<file path="src/rtl/enc_pkg.sv">
// Shared types and Gray-sequence decode helper for the quadrature encoder bank.
package enc_pkg;

    typedef logic [1:0] enc_ab_t;

    typedef struct packed {
        logic              err;
        logic signed [1:0] step;
    } enc_delta_t;

    localparam enc_ab_t ENC_IDLE = 2'b11;

    // Indexed by the current {A,B}; yields the next state in the CW direction.
    localparam enc_ab_t ENC_CW_NEXT [4] = '{2'b01, 2'b11, 2'b00, 2'b10};

    function automatic enc_delta_t enc_delta(input enc_ab_t prev, input enc_ab_t cur);
        enc_delta_t d;
        d.err  = 1'b0;
        d.step = 2'sb00;
        if (cur == ENC_CW_NEXT[prev]) begin
            d.step = 2'sb01;
        end else if (prev == ENC_CW_NEXT[cur]) begin
            d.step = 2'sb11;
        end else if (cur != prev) begin
            d.err = 1'b1;
        end
        return d;
    endfunction

endpackage

</file>
<file path="src/rtl/enc_channel.sv">
// One encoder channel: 2-FF synchroniser, tick-based debounce, Gray decode,
// detent sub-count and saturating or wrapping position register.
module enc_channel
    import enc_pkg::*;
#(
    parameter int W       = 8,
    parameter int MAX_VAL = 255,
    parameter int RST_VAL = 0,
    parameter int STEP    = 1,
    parameter int DIV     = 4,
    parameter int DB_CNT  = 4,
    parameter int WRAP    = 0
) (
    input  logic         clk,
    input  logic         rst,
    input  logic         i_tick,
    input  logic         i_a,
    input  logic         i_b,
    input  logic         i_zero,
    output logic [W-1:0] o_pos,
    output logic         o_step_pulse,
    output logic         o_dir,
    output logic         o_err
);

    localparam logic [W:0]        C_MAX  = (W+1)'(MAX_VAL);
    localparam logic [W:0]        C_STEP = (W+1)'(STEP);
    localparam logic [W:0]        C_MOD  = (W+1)'(MAX_VAL + 1);
    localparam logic [W-1:0]      C_RST  = W'(RST_VAL);
    localparam logic [3:0]        C_DB   = 4'(DB_CNT - 1);
    localparam logic signed [3:0] C_DIV  = 4'(DIV);
    localparam logic signed [3:0] C_NDIV = -C_DIV;

    enc_ab_t           r_sync1, r_sync2, r_db, r_prev;
    logic [3:0]        r_cnt [2];
    logic signed [3:0] r_sub;
    logic              r_up, r_dn, r_err;
    logic [W-1:0]      r_pos;
    logic              r_step_pulse, r_dir;

    enc_delta_t        w_d;
    logic signed [3:0] w_sub_nxt;
    logic [W:0]        w_pos_ext, w_up_sum;
    logic [W-1:0]      w_pos_nxt;

    // Synchronise and debounce; bit 1 is A, bit 0 is B.
    always_ff @(posedge clk) begin
        if (!rst) begin
            r_sync1 <= ENC_IDLE;
            r_sync2 <= ENC_IDLE;
            r_db    <= ENC_IDLE;
            for (int k = 0; k < 2; k++) r_cnt[k] <= '0;
        end else begin
            // NOTE: all sequential state uses <= so every flop samples pre-edge values.
            r_sync1 <= {i_a, i_b};
            r_sync2 <= r_sync1;
            if (i_tick) begin
                for (int k = 0; k < 2; k++) begin
                    if (r_sync2[k] != r_db[k]) begin
                        if (r_cnt[k] == C_DB) begin
                            r_db[k]  <= r_sync2[k];
                            r_cnt[k] <= '0;
                        end else begin
                            r_cnt[k] <= r_cnt[k] + 4'd1;
                        end
                    end else begin
                        r_cnt[k] <= '0;
                    end
                end
            end
        end
    end

    assign w_d       = enc_delta(r_prev, r_db);
    assign w_sub_nxt = r_sub + {{2{w_d.step[1]}}, w_d.step};

    always_ff @(posedge clk) begin
        if (!rst) begin
            r_prev <= ENC_IDLE;
            r_sub  <= '0;
            r_up   <= 1'b0;
            r_dn   <= 1'b0;
            r_err  <= 1'b0;
        end else begin
            r_prev <= r_db;
            r_up   <= 1'b0;
            r_dn   <= 1'b0;
            r_err  <= w_d.err;
            if (i_zero) begin
                r_sub <= '0;
            end else if (!w_d.err) begin
                if (w_sub_nxt == C_DIV) begin
                    r_up  <= 1'b1;
                    r_sub <= '0;
                end else if (w_sub_nxt == C_NDIV) begin
                    r_dn  <= 1'b1;
                    r_sub <= '0;
                end else begin
                    r_sub <= w_sub_nxt;
                end
            end
        end
    end

    assign w_pos_ext = {1'b0, r_pos};
    assign w_up_sum  = w_pos_ext + C_STEP;

    always_comb begin
        // NOTE: default first so no path through this block can infer a latch.
        w_pos_nxt = r_pos;
        if (r_up) begin
            if (w_up_sum > C_MAX) w_pos_nxt = (WRAP != 0) ? W'(w_up_sum - C_MOD) : W'(C_MAX);
            else                  w_pos_nxt = W'(w_up_sum);
        end else if (r_dn) begin
            if (w_pos_ext < C_STEP) w_pos_nxt = (WRAP != 0) ? W'(w_pos_ext + C_MOD - C_STEP) : '0;
            else                    w_pos_nxt = W'(w_pos_ext - C_STEP);
        end
    end

    // A zero request wins over a detent landing on the same edge.
    always_ff @(posedge clk) begin
        if (!rst) begin
            r_pos        <= C_RST;
            r_step_pulse <= 1'b0;
            r_dir        <= 1'b0;
        end else begin
            r_step_pulse <= 1'b0;
            if (i_zero) begin
                r_pos <= C_RST;
            end else if (r_up || r_dn) begin
                r_dir        <= r_up;
                r_pos        <= w_pos_nxt;
                r_step_pulse <= (w_pos_nxt != r_pos);
            end
        end
    end

    assign o_pos        = r_pos;
    assign o_step_pulse = r_step_pulse;
    assign o_dir        = r_dir;
    assign o_err        = r_err;

endmodule

</file>
<file path="src/rtl/quad_encoder_bank.sv">
// N-channel quadrature encoder front end: independent channels, packed position bus.
module quad_encoder_bank #(
    parameter int N_CH    = 2,
    parameter int W       = 8,
    parameter int MAX_VAL = 255,
    parameter int RST_VAL = 0,
    parameter int STEP    = 1,
    parameter int DIV     = 4,
    parameter int DB_CNT  = 4,
    parameter int WRAP    = 0
) (
    input  logic              clk,
    input  logic              rst,
    input  logic              tick,
    input  logic [N_CH-1:0]   enc_a,
    input  logic [N_CH-1:0]   enc_b,
    input  logic [N_CH-1:0]   zero,
    output logic [N_CH*W-1:0] pos,
    output logic [N_CH-1:0]   step_pulse,
    output logic [N_CH-1:0]   dir,
    output logic [N_CH-1:0]   err
);

    for (genvar g = 0; g < N_CH; g++) begin : g_ch
        enc_channel #(
            .W       (W),
            .MAX_VAL (MAX_VAL),
            .RST_VAL (RST_VAL),
            .STEP    (STEP),
            .DIV     (DIV),
            .DB_CNT  (DB_CNT),
            .WRAP    (WRAP)
        ) u_ch (
            .clk          (clk),
            .rst          (rst),
            .i_tick       (tick),
            .i_a          (enc_a[g]),
            .i_b          (enc_b[g]),
            .i_zero       (zero[g]),
            .o_pos        (pos[g*W +: W]),
            .o_step_pulse (step_pulse[g]),
            .o_dir        (dir[g]),
            .o_err        (err[g])
        );
    end

endmodule
</file>
<file path="config.mk">
export PLATFORM = sky130hd
export DESIGN_NAME = quad_encoder_bank
export DESIGN_NICKNAME = d
export VERILOG_FILES = /design/src/rtl/enc_pkg.sv /design/src/rtl/enc_channel.sv /design/src/rtl/quad_encoder_bank.sv
export SDC_FILE = /design/constraint.sdc
export NUM_CORES = 1
export LEC_CHECK = 0
export BUFFER_PORTS_ARGS = -buffer_cell sky130_fd_sc_hd__clkbuf_2
export CELL_PAD_IN_SITES_DETAIL_PLACEMENT = 0
export CELL_PAD_IN_SITES_GLOBAL_PLACEMENT = 2
export CORE_ASPECT_RATIO = 0.9
export CORE_MARGIN = 2
export CORE_UTILIZATION = 35
export CTS_CLUSTER_SIZE = 25
export DETAILED_ROUTE_END_ITERATION = 8
export GPL_TIMING_DRIVEN = 1
export PLACE_DENSITY = 0.79
export SLEW_MARGIN = 20
export SYNTH_ARGS = -nofsm -noshare
export SYNTH_HDL_FRONTEND = slang
export SYNTH_SLANG_ARGS = --single-unit
</file>
<file path="constraint.sdc">
create_clock -name clk -period 5.15 [get_ports clk]
set_input_delay 0.7725 -clock clk [delete_from_list [all_inputs] [get_ports clk]]
set_output_delay 0.7725 -clock clk [all_outputs]
set_load 0.01 [all_outputs]
</file>
==> results.sh, run 1 <==
export IMPL_clk_root_buffer_cell="clkbuf_16"
export IMPL_ys_types=58
export IMPL_grt_pass1_vias=2764
export IMPL_final_net_count=466
export IMPL_synth_seq_area_share=0.3993
export IMPL_fin_ws_ns=2.628
export IMPL_place_congestion=0.7374
export IMPL_cpLargestDelayFamily="adder cells"
export IMPL_cts_resized=0
export IMPL_ff2ff_path_depth=11
export IMPL_grt_util_met2=0.2285
export IMPL_finalCriticalPeriod_ns=2.522
export IMPL_crit_chain="xnor2_1 > inv_1 > ha_1 > inv_1 > ha_1 > inv_1 > fa_1 > xor2_1 > nand3b_1 > or3b_2 > nor2_1"
export IMPL_drc=0
export IMPL_p_per_area_nw_per_um2=283.8
export IMPL_clockBufferDepth=2
export IMPL_slowest_stage="or3b_2"
export IMPL_cts_tree="built"
export IMPL_grtUsageMet3=0.03651
export IMPL_fin_tns_setup_ns=0
export IMPL_cts_sinks=66
export IMPL_synth_seq_cells=66
export IMPL_grtUsageTotal=0.1411
export IMPL_drv_slew=0
export IMPL_synth_top_flop_cell="dfxtp_1"
export IMPL_hold_depth=1
export IMPL_period_share=0.4898
export IMPL_synthTopCellsByArea="dfxtp_1 (27%), edfxtp_1 (13%), ha_1 (6.7%)"
export IMPL_drt_iter0_markers=164
export IMPL_hold_violations=0
export IMPL_synth_edf_count=16
export IMPL_start_util=0.3605
export IMPL_wl_per_cell_um=13.11
export IMPL_die_area_um2=11440
export IMPL_syn_inst=423
export IMPL_ys_warnings_count=0
export IMPL_num_vias=2882
export IMPL_fill_cells=1041
export IMPL_pin_count=31
export IMPL_reg2reg_slack_ns=2.63
export IMPL_maxCapViolCount=0
export IMPL_synth_nets=454
export IMPL_cts_setup_buffers=0
export IMPL_crit_path_end_kind="flip-flop"
export IMPL_rsz0062_at_grt="no"
export IMPL_clk_pin_slew_worst_paths_ns=0.06
export IMPL_ir_worst_vdd_mv=0.1861
export IMPL_syn_area_per_cell_um2=8.770
export IMPL_syn_area_um2=3710
export IMPL_rows=35
export IMPL_max_stage_delay_ns=0.46
export IMPL_crit_type="flip-flop to flip-flop"
export IMPL_critPathMaxFanout=5
export IMPL_power_w=0.001182
export IMPL_diodes=0
export IMPL_setup_viol=0
export IMPL_cp_depth=11
export IMPL_antenna_found_initial=0
export IMPL_clk_latency_ns=0.33
export IMPL_status="complete, no violations"
export IMPL_grt_pass1_wl_um=13050
export IMPL_startpoint_type="flip-flop"
export IMPL_worstPathArrival_ns=2.79
export IMPL_die_y_um=101.7
export IMPL_worstPathRequired_ns=5.42
export IMPL_coreArea_um2=10290
export IMPL_stdcell_count=569
export IMPL_grt_overflow_total=0
export IMPL_slew_headroom=0.5028
export IMPL_cts_made_buffers=9
export IMPL_viasPerCell=5.065
export IMPL_use_met1=0.1833
export IMPL_syn_to_final_growth_pct=12.21
export IMPL_timing_fmax_ghz=0.3964
export IMPL_wirelength_um=7461
export IMPL_yosysTopAreaCellShare=0.2698
export IMPL_ys_async_sr_fraction=0
export IMPL_fin_skew_ns=0.003268
export IMPL_cts_hold_buf=0
export IMPL_yosys_area_top_type="dfxtp_1"
export IMPL_worstMarginPinSlew_ns=0.7448
export IMPL_port_buffers=30
export IMPL_path_buf_inv=3
export IMPL_dpl_hpwl_um=5232
export IMPL_grt_busiest_layer="met2"
export IMPL_path_common_cell="inv_1"
export IMPL_p_leak_nw=1.639
export IMPL_drtAntennaViolNets=0
export IMPL_place_inst=553
export IMPL_hp_class="flip-flop to flip-flop"
export IMPL_firstDrtPassIters=4
export IMPL_place_ws_ns=2.641
export IMPL_grt_max_degree=26
export IMPL_drive_gt1_frac=0.1205
export IMPL_htree_levels=3
export IMPL_die_width_um=112.5
==> path summary, 6_finish.rpt <==
kind                                         startpoint                       to
worst max register to register     g_ch[1].u_ch.r_db[0]        g_ch[1].u_ch.r_dn
worst max-delay path               g_ch[1].u_ch.r_db[0]        g_ch[1].u_ch.r_dn
worst min register to register  g_ch[1].u_ch.r_sync1[0]  g_ch[1].u_ch.r_sync2[0]
worst min-delay path            g_ch[1].u_ch.r_sync1[0]  g_ch[1].u_ch.r_sync2[0]
==> stage by stage <==
stage	utilization	cell area [µm²]	hold WS [ns]
floorplan	-	3710	0.3863
global placement	0.3765	3875	0.3910
CTS	0.4045	4163	0.4081
global route	0.4045	4163	0.4255
detailed placement	0.3765	3875	0.3940
finish	0.4045	4163	0.4081
==> flip-flops by register name, indices dropped and copies added (netlist names) <==
register                flops
g_ch.u_ch.r_up              2
g_ch.u_ch.o_pos            16
g_ch.u_ch.r_sub             8
g_ch.u_ch.r_sync1           4
g_ch.u_ch.r_db              4
g_ch.u_ch.r_sync2           4
g_ch.u_ch.r_cnt            16
g_ch.u_ch.r_prev            4
g_ch.u_ch.o_step_pulse      2
g_ch.u_ch.o_err             2
g_ch.u_ch.o_dir             2
g_ch.u_ch.r_dn              2
==> layout make-up <==
| cell class | count | area, µm² | area share |
|---|---|---|---|
| clock buffer | 10 | 229.0 | 0.05500 |
| clock inverter | 6 | 58.81 | 0.01413 |
| sequential | 66 | 1481 | 0.3559 |
| timing repair buffer | 30 | 150.1 | 0.03607 |
| tap | 129 | 161.4 | 0.03877 |
| inverter | 30 | 112.6 | 0.02705 |
| multi-input combinational | 298 | 1969 | 0.4731 |
==> cell families after synthesis <==
| logic type | Yosys count | synth area share |
|---|---|---|
| AND/OR/NAND/NOR | 161 | 0.2125 |
| flip-flops | 66 | 0.3993 |
| multiplexers | 10 | 0.02698 |
| AO/OA/AOI/OAI | 72 | 0.1353 |
| adder cells (fa/ha/maj) | 22 | 0.07825 |
| buffers and inverters | 59 | 0.06981 |
| XOR/XNOR | 33 | 0.07791 |
==> routing by layer <==
| layer | vias to the layer above | wire length (µm) | share of wire |
|---|---|---|---|
| met5 | - | 0 | 0 |
| met4 | 0 | 126 | 0.017 |
| met3 | 12 | 253 | 0.034 |
| met2 | 45 | 3376 | 0.45 |
| met1 | 1331 | 3706 | 0.50 |
| li1 | 1494 | - | - |
==> power by group <==
| group | switching, W | total (W) | leakage (nW) | internal, W |
|---|---|---|---|---|
| logic | 0.0000237 | 0.0000379 | 0.920 | 0.0000142 |
| registers | 0.00000665 | 0.000547 | 0.583 | 0.000540 |
| clock network | 0.000226 | 0.000597 | 0.136 | 0.000371 |
| total | 0.000256 | 0.00118 | 1.64 | 0.000926 |
==> Yosys cell counts, types with 2 or more instances <==
cell	n
a211oi_1	10
nor2_1	59
buf_1	2
buf_4	6
o41ai_1	3
and3_1	5
a32oi_1	2
nor3_1	8
ha_1	20
a21oi_1	18
dfxtp_1	50
a21o_1	4
edfxtp_1	16
o21ai_1	2
o21ai_0	8
or2_2	2
nand3b_1	3
fa_1	2
nand2b_1	20
mux2i_1	10
a31oi_1	3
nand4_1	5
buf_2	6
inv_1	30
a311oi_1	3
nor4_1	3
nand2_1	23
xor2_1	15
nand3_1	24
a22oi_1	3
xnor2_1	18
clkbuf_1	14
==> placed cells by master, fill, tap and decap left out, drive strengths merged, types with 3 or more instances in the layout <==
cell,count
nor2,59
dfxtp,50
clkbuf,40
inv,30
nand3,24
nand2,23
nand2b,20
ha,20
a21oi,19
xnor2,18
edfxtp,16
xor2,15
mux2i,10
a211oi,10
o21ai,10
nor3,8
and3,5
nand4,5
a21o,4
nor4,3
a311oi,3
nand3b,3
o41ai,3
a31oi,3
a22oi,3
clkinv,3
Power figures use the tool's default switching activity.
==> run 2, diff against run 1 <==
--- a/config.mk
+++ b/config.mk
@@ -10,11 +10,11 @@
 export CELL_PAD_IN_SITES_GLOBAL_PLACEMENT = 2
 export CORE_ASPECT_RATIO = 0.9
 export CORE_MARGIN = 2
-export CORE_UTILIZATION = 35
+export CORE_UTILIZATION = 33
 export CTS_CLUSTER_SIZE = 25
 export DETAILED_ROUTE_END_ITERATION = 8
 export GPL_TIMING_DRIVEN = 1
-export PLACE_DENSITY = 0.79
+export PLACE_DENSITY = 0.78
 export SLEW_MARGIN = 20
 export SYNTH_ARGS = -nofsm -noshare
 export SYNTH_HDL_FRONTEND = slang
==> constraint.sdc (replaced) <==
create_clock -name clk -period 2 [get_ports clk]
set_input_delay 0.3 -clock clk [delete_from_list [all_inputs] [get_ports clk]]
set_output_delay 0.3 -clock clk [all_outputs]
set_load 0.01 [all_outputs]
==> results.sh, run 2 (synthesis results as in run 1) <==
export IMPL_holdPathEnd="g_ch[0].u_ch.r_sync1[1]"
export IMPL_slew_headroom=0.5766
export IMPL_grt_pass1_vias=2936
export IMPL_final_cell_mix="nor2_1 (58), dfxtp_1 (44), buf_4 (32)"
export IMPL_coreArea_um2=10900
export IMPL_ff2ff_path_depth=11
export IMPL_clk_latency_ns=0.34
export IMPL_fin_ws_ns=-0.2732
export IMPL_firstDrtPassIters=4
export IMPL_fin_skew_ns=0.005805
export IMPL_stdcell_count=625
export IMPL_die_width_um=115.8
export IMPL_violations="setup timing"
export IMPL_place_congestion=0.7720
export IMPL_grt_pass1_wl_um=13660
export IMPL_syn_to_final_growth_pct=21.48
export IMPL_drc=0
export IMPL_clk_pin_slew_worst_paths_ns=0.06
export IMPL_startpoint_type="flip-flop"
export IMPL_rsz0062_at_grt="yes"
export IMPL_grt_max_degree=23
export IMPL_p_per_area_nw_per_um2=679.0
export IMPL_cts_sinks=66
export IMPL_period_share=1.137
export IMPL_port_buffers=30
export IMPL_worstMarginPinSlew_ns=0.6309
export IMPL_drv_slew=0
export IMPL_crit_type="flip-flop to flip-flop"
export IMPL_die_y_um=104.6
export IMPL_reg2reg_slack_ns=-0.27
export IMPL_finalCriticalPeriod_ns=2.273
export IMPL_htree_levels=3
export IMPL_wl_per_cell_um=12.49
export IMPL_grtUsageTotal=0.1419
export IMPL_p_leak_nw=1.819
export IMPL_setup_viol=7
export IMPL_timing_fmax_ghz=0.4399
export IMPL_hold_path_startpoint="enc_a[0]"
export IMPL_hp_class="input port to flip-flop"
export IMPL_die_area_um2=12110
export IMPL_grt_overflow_total=0
export IMPL_drtAntennaViolNets=0
export IMPL_hold_violations=0
export IMPL_maxCapViolCount=0
export IMPL_place_inst=607
export IMPL_status="finished with violations"
export IMPL_start_util=0.3403
export IMPL_ir_worst_vdd_mv=0.5597
export IMPL_antenna_found_initial=0
export IMPL_mostFrequentLayoutCell="nor2_1"
export IMPL_hold_depth=2
export IMPL_rows=36
export IMPL_critPathMaxFanout=2
export IMPL_drive_gt1_frac=0.2220
export IMPL_clockBufferDepth=2
export IMPL_diodes=0
export IMPL_worstPathRequired_ns=2.27
export IMPL_wirelength_um=7807
export IMPL_reg2reg_from="g_ch[1].u_ch.r_prev[1]"
export IMPL_cts_made_buffers=9
export IMPL_rr_endpoint="g_ch[1].u_ch.r_up"
export IMPL_worstPathArrival_ns=2.55
export IMPL_clk_root_buffer_cell="clkbuf_16"
export IMPL_crit_path_end_kind="flip-flop"
export IMPL_drt_iter0_markers=142
export IMPL_dpl_hpwl_um=5641
export IMPL_cts_tree="built"
export IMPL_viasPerCell=4.830
export IMPL_postLayoutCoreUtil=0.4135
export IMPL_pin_count=31
export IMPL_final_net_count=499
export IMPL_num_vias=3019
-- run 2: cell count changes in the layout (fill, tap and decap cells not counted), moves of 4 or more --
cell	previous run	this run
xnor2_2	0	4
dfxtp_1	50	44
dfxtp_2	0	4
buf_4	0	32
xnor2_1	18	14
-- run 2: what timing repair did --
action / CTS / global route
hold buffers: 0 / 0
hold endpoints to repair: 0 / 0
gates resized for setup: 3 / 6
pin swaps: 2 / 3
setup endpoints to repair: 8 / 9
setup buffers: 0 / 2
-- run 2: metrics by stage --
step           TNS (ns)  setup slack, ns  hold slack, ns  total power (W)  area (µm²)
6_report        -0.8683          -0.2732          0.1395         0.003060        4507
5_1_grt          -1.833          -0.3837          0.1457         0.003182        4507
4_1_cts          -1.023          -0.2850          0.1317         0.003102        4472
3_5_place_dp     -1.043          -0.2774          0.3933         0.001544        4174
3_3_place_gp    -0.8035          -0.2426          0.3889         0.001542        4174
2_1_floorplan   -0.3785          -0.1879          0.3731         0.001503        3747
-- run 2: metal layers --
metal	global-route usage	share of wire	vias to the layer above	wire length, µm
met3	0.04640	0.044	14	347
li1	-	-	1544	-
met1	0.1804	0.49	1410	3789
met5	0	0	-	0
met4	0.05527	0.021	0	161
met2	0.2222	0.45	51	3508
-- run 2: how the worst max path moves through the flow --
stage	from	to	slack [ns]	depth (start not counted)
global route	g_ch[1].u_ch.r_prev[1]	g_ch[1].u_ch.r_dn	-0.38	11
finish	g_ch[1].u_ch.r_prev[1]	g_ch[1].u_ch.r_up	-0.27	11
CTS	g_ch[1].u_ch.r_prev[1]	g_ch[1].u_ch.r_dn	-0.29	11
global placement	g_ch[1].u_ch.r_prev[1]	g_ch[1].u_ch.r_dn	-0.24	11
floorplan	g_ch[1].u_ch.r_db[0]	g_ch[1].u_ch.r_dn	-0.19	11
detailed placement	g_ch[1].u_ch.r_prev[1]	g_ch[1].u_ch.r_dn	-0.28	11
-- run 2: report_power, final --
part           leakage [nW]  total [W]  internal, W  switching [W]
clock                 0.136    0.00155     0.000955       0.000590
sequential            0.581    0.00141      0.00139      0.0000167
combinational          1.10   0.000109    0.0000453      0.0000637
-- run 2: worst max-delay path, stage by stage, from the launching register on --
cell and delay [ns]:
dfxtp_2 0.33, xnor2_2 0.16, inv_1 0.06, ha_1 0.26, inv_1 0.06, ha_2 0.17
inv_2 0.04, fa_2 0.32, xor2_1 0.17, nand3b_1 0.17, or3b_4 0.39, nor2_1 0.09
-- run 2: cell type report --
cell class / count / area, µm²
multi-input cells: 298 / 2021
well taps: 152 / 190.2
repair buffers: 63 / 401.6
inverters: 30 / 112.6
clock buffers: 10 / 229.0
clock inverters: 6 / 58.81
flip-flops and latches: 66 / 1494
fillers: 1138 / 6394
==> run 3, diff against run 2 <==
--- a/config.mk
+++ b/config.mk
@@ -15,6 +15,8 @@
 export DETAILED_ROUTE_END_ITERATION = 8
 export GPL_TIMING_DRIVEN = 1
 export PLACE_DENSITY = 0.78
+export REMOVE_ABC_BUFFERS = 1
+export SKIP_CTS_REPAIR_TIMING = 1
 export SLEW_MARGIN = 20
 export SYNTH_ARGS = -nofsm -noshare
 export SYNTH_HDL_FRONTEND = slang
==> results.sh, run 3 (synthesis results as in run 1) <==
export IMPL_status="finished with violations"
export IMPL_violations="setup timing"
export IMPL_sw_frac_of_total=0.2193
export IMPL_htree_levels=3
export IMPL_final_cell_mix="nor2_1 (57), dfxtp_1 (43), buf_4 (35)"
export IMPL_start_util=0.3403
export IMPL_placed_area_um2=4167
export IMPL_grt_pass1_wl_um=13470
export IMPL_clk_pin_slew_worst_paths_ns=0.06
export IMPL_pwr_share_seq=0.459
export IMPL_viasPerCell=4.841
export IMPL_fin_ws_ns=-0.3118
export IMPL_crit_path_end_kind="flip-flop"
export IMPL_maxCapViolCount=0
export IMPL_clk_root_buffer_cell="clkbuf_16"
export IMPL_syn_to_final_growth_pct=24.28
export IMPL_finalCriticalPeriod_ns=2.312
export IMPL_worstPathArrival_ns=2.58
export IMPL_grt_max_degree=17
export IMPL_startpoint_type="flip-flop"
export IMPL_fill_cells=1126
export IMPL_grt_util_met2=0.2222
export IMPL_dpl_hpwl_um=5714
export IMPL_seq_area_um2=1490
export IMPL_mostFrequentLayoutCell="nor2_1"
export IMPL_firstDrtPassIters=4
export IMPL_rows=36
export IMPL_cts_sinks=66
export IMPL_pin_count=31
export IMPL_drt_iter0_markers=107
export IMPL_final_area_um2=4611
export IMPL_whs_ns=0.1446
export IMPL_p_per_area_nw_per_um2=666.1
export IMPL_clockBufferDepth=2
export IMPL_clk_latency_ns=0.33
export IMPL_antenna_found_initial=0
export IMPL_grt_overflow_total=0
export IMPL_period_share=1.156
export IMPL_crit_type="flip-flop to flip-flop"
export IMPL_cts_tree="built"
export IMPL_grtUsageTotal=0.1392
export IMPL_p_comb_frac=0.035
export IMPL_drive_gt1_frac=0.2500
export IMPL_clkPwrFrac=0.506
export IMPL_grt_pass1_vias=2873
export IMPL_drv_slew=0
export IMPL_grtUsageMet3=0.04234
export IMPL_hold_violations=0
export IMPL_cts_made_buffers=9
export IMPL_final_net_count=502
export IMPL_rsz0062_at_grt="yes"
export IMPL_slew_headroom=0.6147
export IMPL_place_ws_ns=-0.4474
export IMPL_multiInputGateArea_um2=2098
export IMPL_wl_per_cell_um=12.75
export IMPL_p_int_w=0.002398
export IMPL_drtAntennaViolNets=0
export IMPL_p_sw_w=0.0006734
export IMPL_num_vias=3040
export IMPL_die_width_um=115.8
export IMPL_timing_fmax_ghz=0.4326
export IMPL_postLayoutCoreUtil=0.4230
export IMPL_hp_class="input port to flip-flop"
export IMPL_drc=0
export IMPL_critPathMaxFanout=2
export IMPL_p_leak_nw=1.846
export IMPL_port_buffers=30
export IMPL_fin_tns_setup_ns=-0.7660
export IMPL_use_met1=0.1788
export IMPL_diodes=0
export IMPL_setup_viol=6
export IMPL_place_congestion=0.7769
export IMPL_ir_worst_vdd_mv=0.5496
export IMPL_fin_skew_ns=0.005086
export IMPL_wirelength_um=8007
export IMPL_worstMarginPinSlew_ns=0.5780
export IMPL_worstPathRequired_ns=2.27
export IMPL_coreArea_um2=10900
export IMPL_die_y_um=104.6
export IMPL_grt_busiest_layer="met2"
export IMPL_die_area_um2=12110
[run 3: routing by layer]
| metal | wire length (µm) | up-vias |
|---|---|---|
| met5 | 0 | - |
| met4 | 105 | 0 |
| met3 | 266 | 10 |
| met2 | 3809 | 42 |
| met1 | 3826 | 1416 |
| li1 | - | 1572 |
[run 3: area by class of cell]
class                      count  area share
multi-input combinational    298      0.4551
sequential                    66      0.3232
timing repair buffer          66     0.09199
clock buffer                   9     0.04885
tap                          152     0.04125
inverter                      30     0.02497
clock inverter                 7     0.01465
[run 3: worst max-delay path, cell delays in order (launching register included)]
cell and delay, ns:
dfxtp_2 0.33, xnor2_2 0.16, inv_1 0.06, ha_1 0.27, inv_1 0.06, ha_2 0.17
inv_2 0.04, fa_2 0.32, xor2_1 0.17, nand3b_1 0.18, or3b_4 0.40, nor2_2 0.08
[run 3: worst paths after layout]
path | from | endpoint | slack, ns | cells past startpoint
hold / removal | enc_b[1] | g_ch[1].u_ch.r_sync1[0] | 0.14 | 2
setup reg to reg | g_ch[1].u_ch.r_db[0] | g_ch[1].u_ch.r_dn | -0.31 | 11
setup / recovery | g_ch[1].u_ch.r_db[0] | g_ch[1].u_ch.r_dn | -0.31 | 11
hold reg to reg | g_ch[1].u_ch.r_sync1[1] | g_ch[1].u_ch.r_sync2[1] | 0.41 | 1
[run 3: through the flow]
stage | cells | total power (W)
2_1_floorplan | 394 | 0.001496
3_3_place_gp | 611 | 0.001542
3_5_place_dp | 611 | 0.001543
4_1_cts | 627 | 0.003129
5_1_grt | 628 | 0.003203
6_report | 628 | 0.003071
[run 3: power groups by stage]
stage	Sequential (W)	Clock (W)	Combinational [W]
detailed placement	0.00144	0	0.000106
global placement	0.00144	0	0.000106
global route	0.00141	0.00167	0.000125
finish	0.00141	0.00155	0.000109
CTS	0.00141	0.00161	0.000107
floorplan	0.00143	0	0.0000625
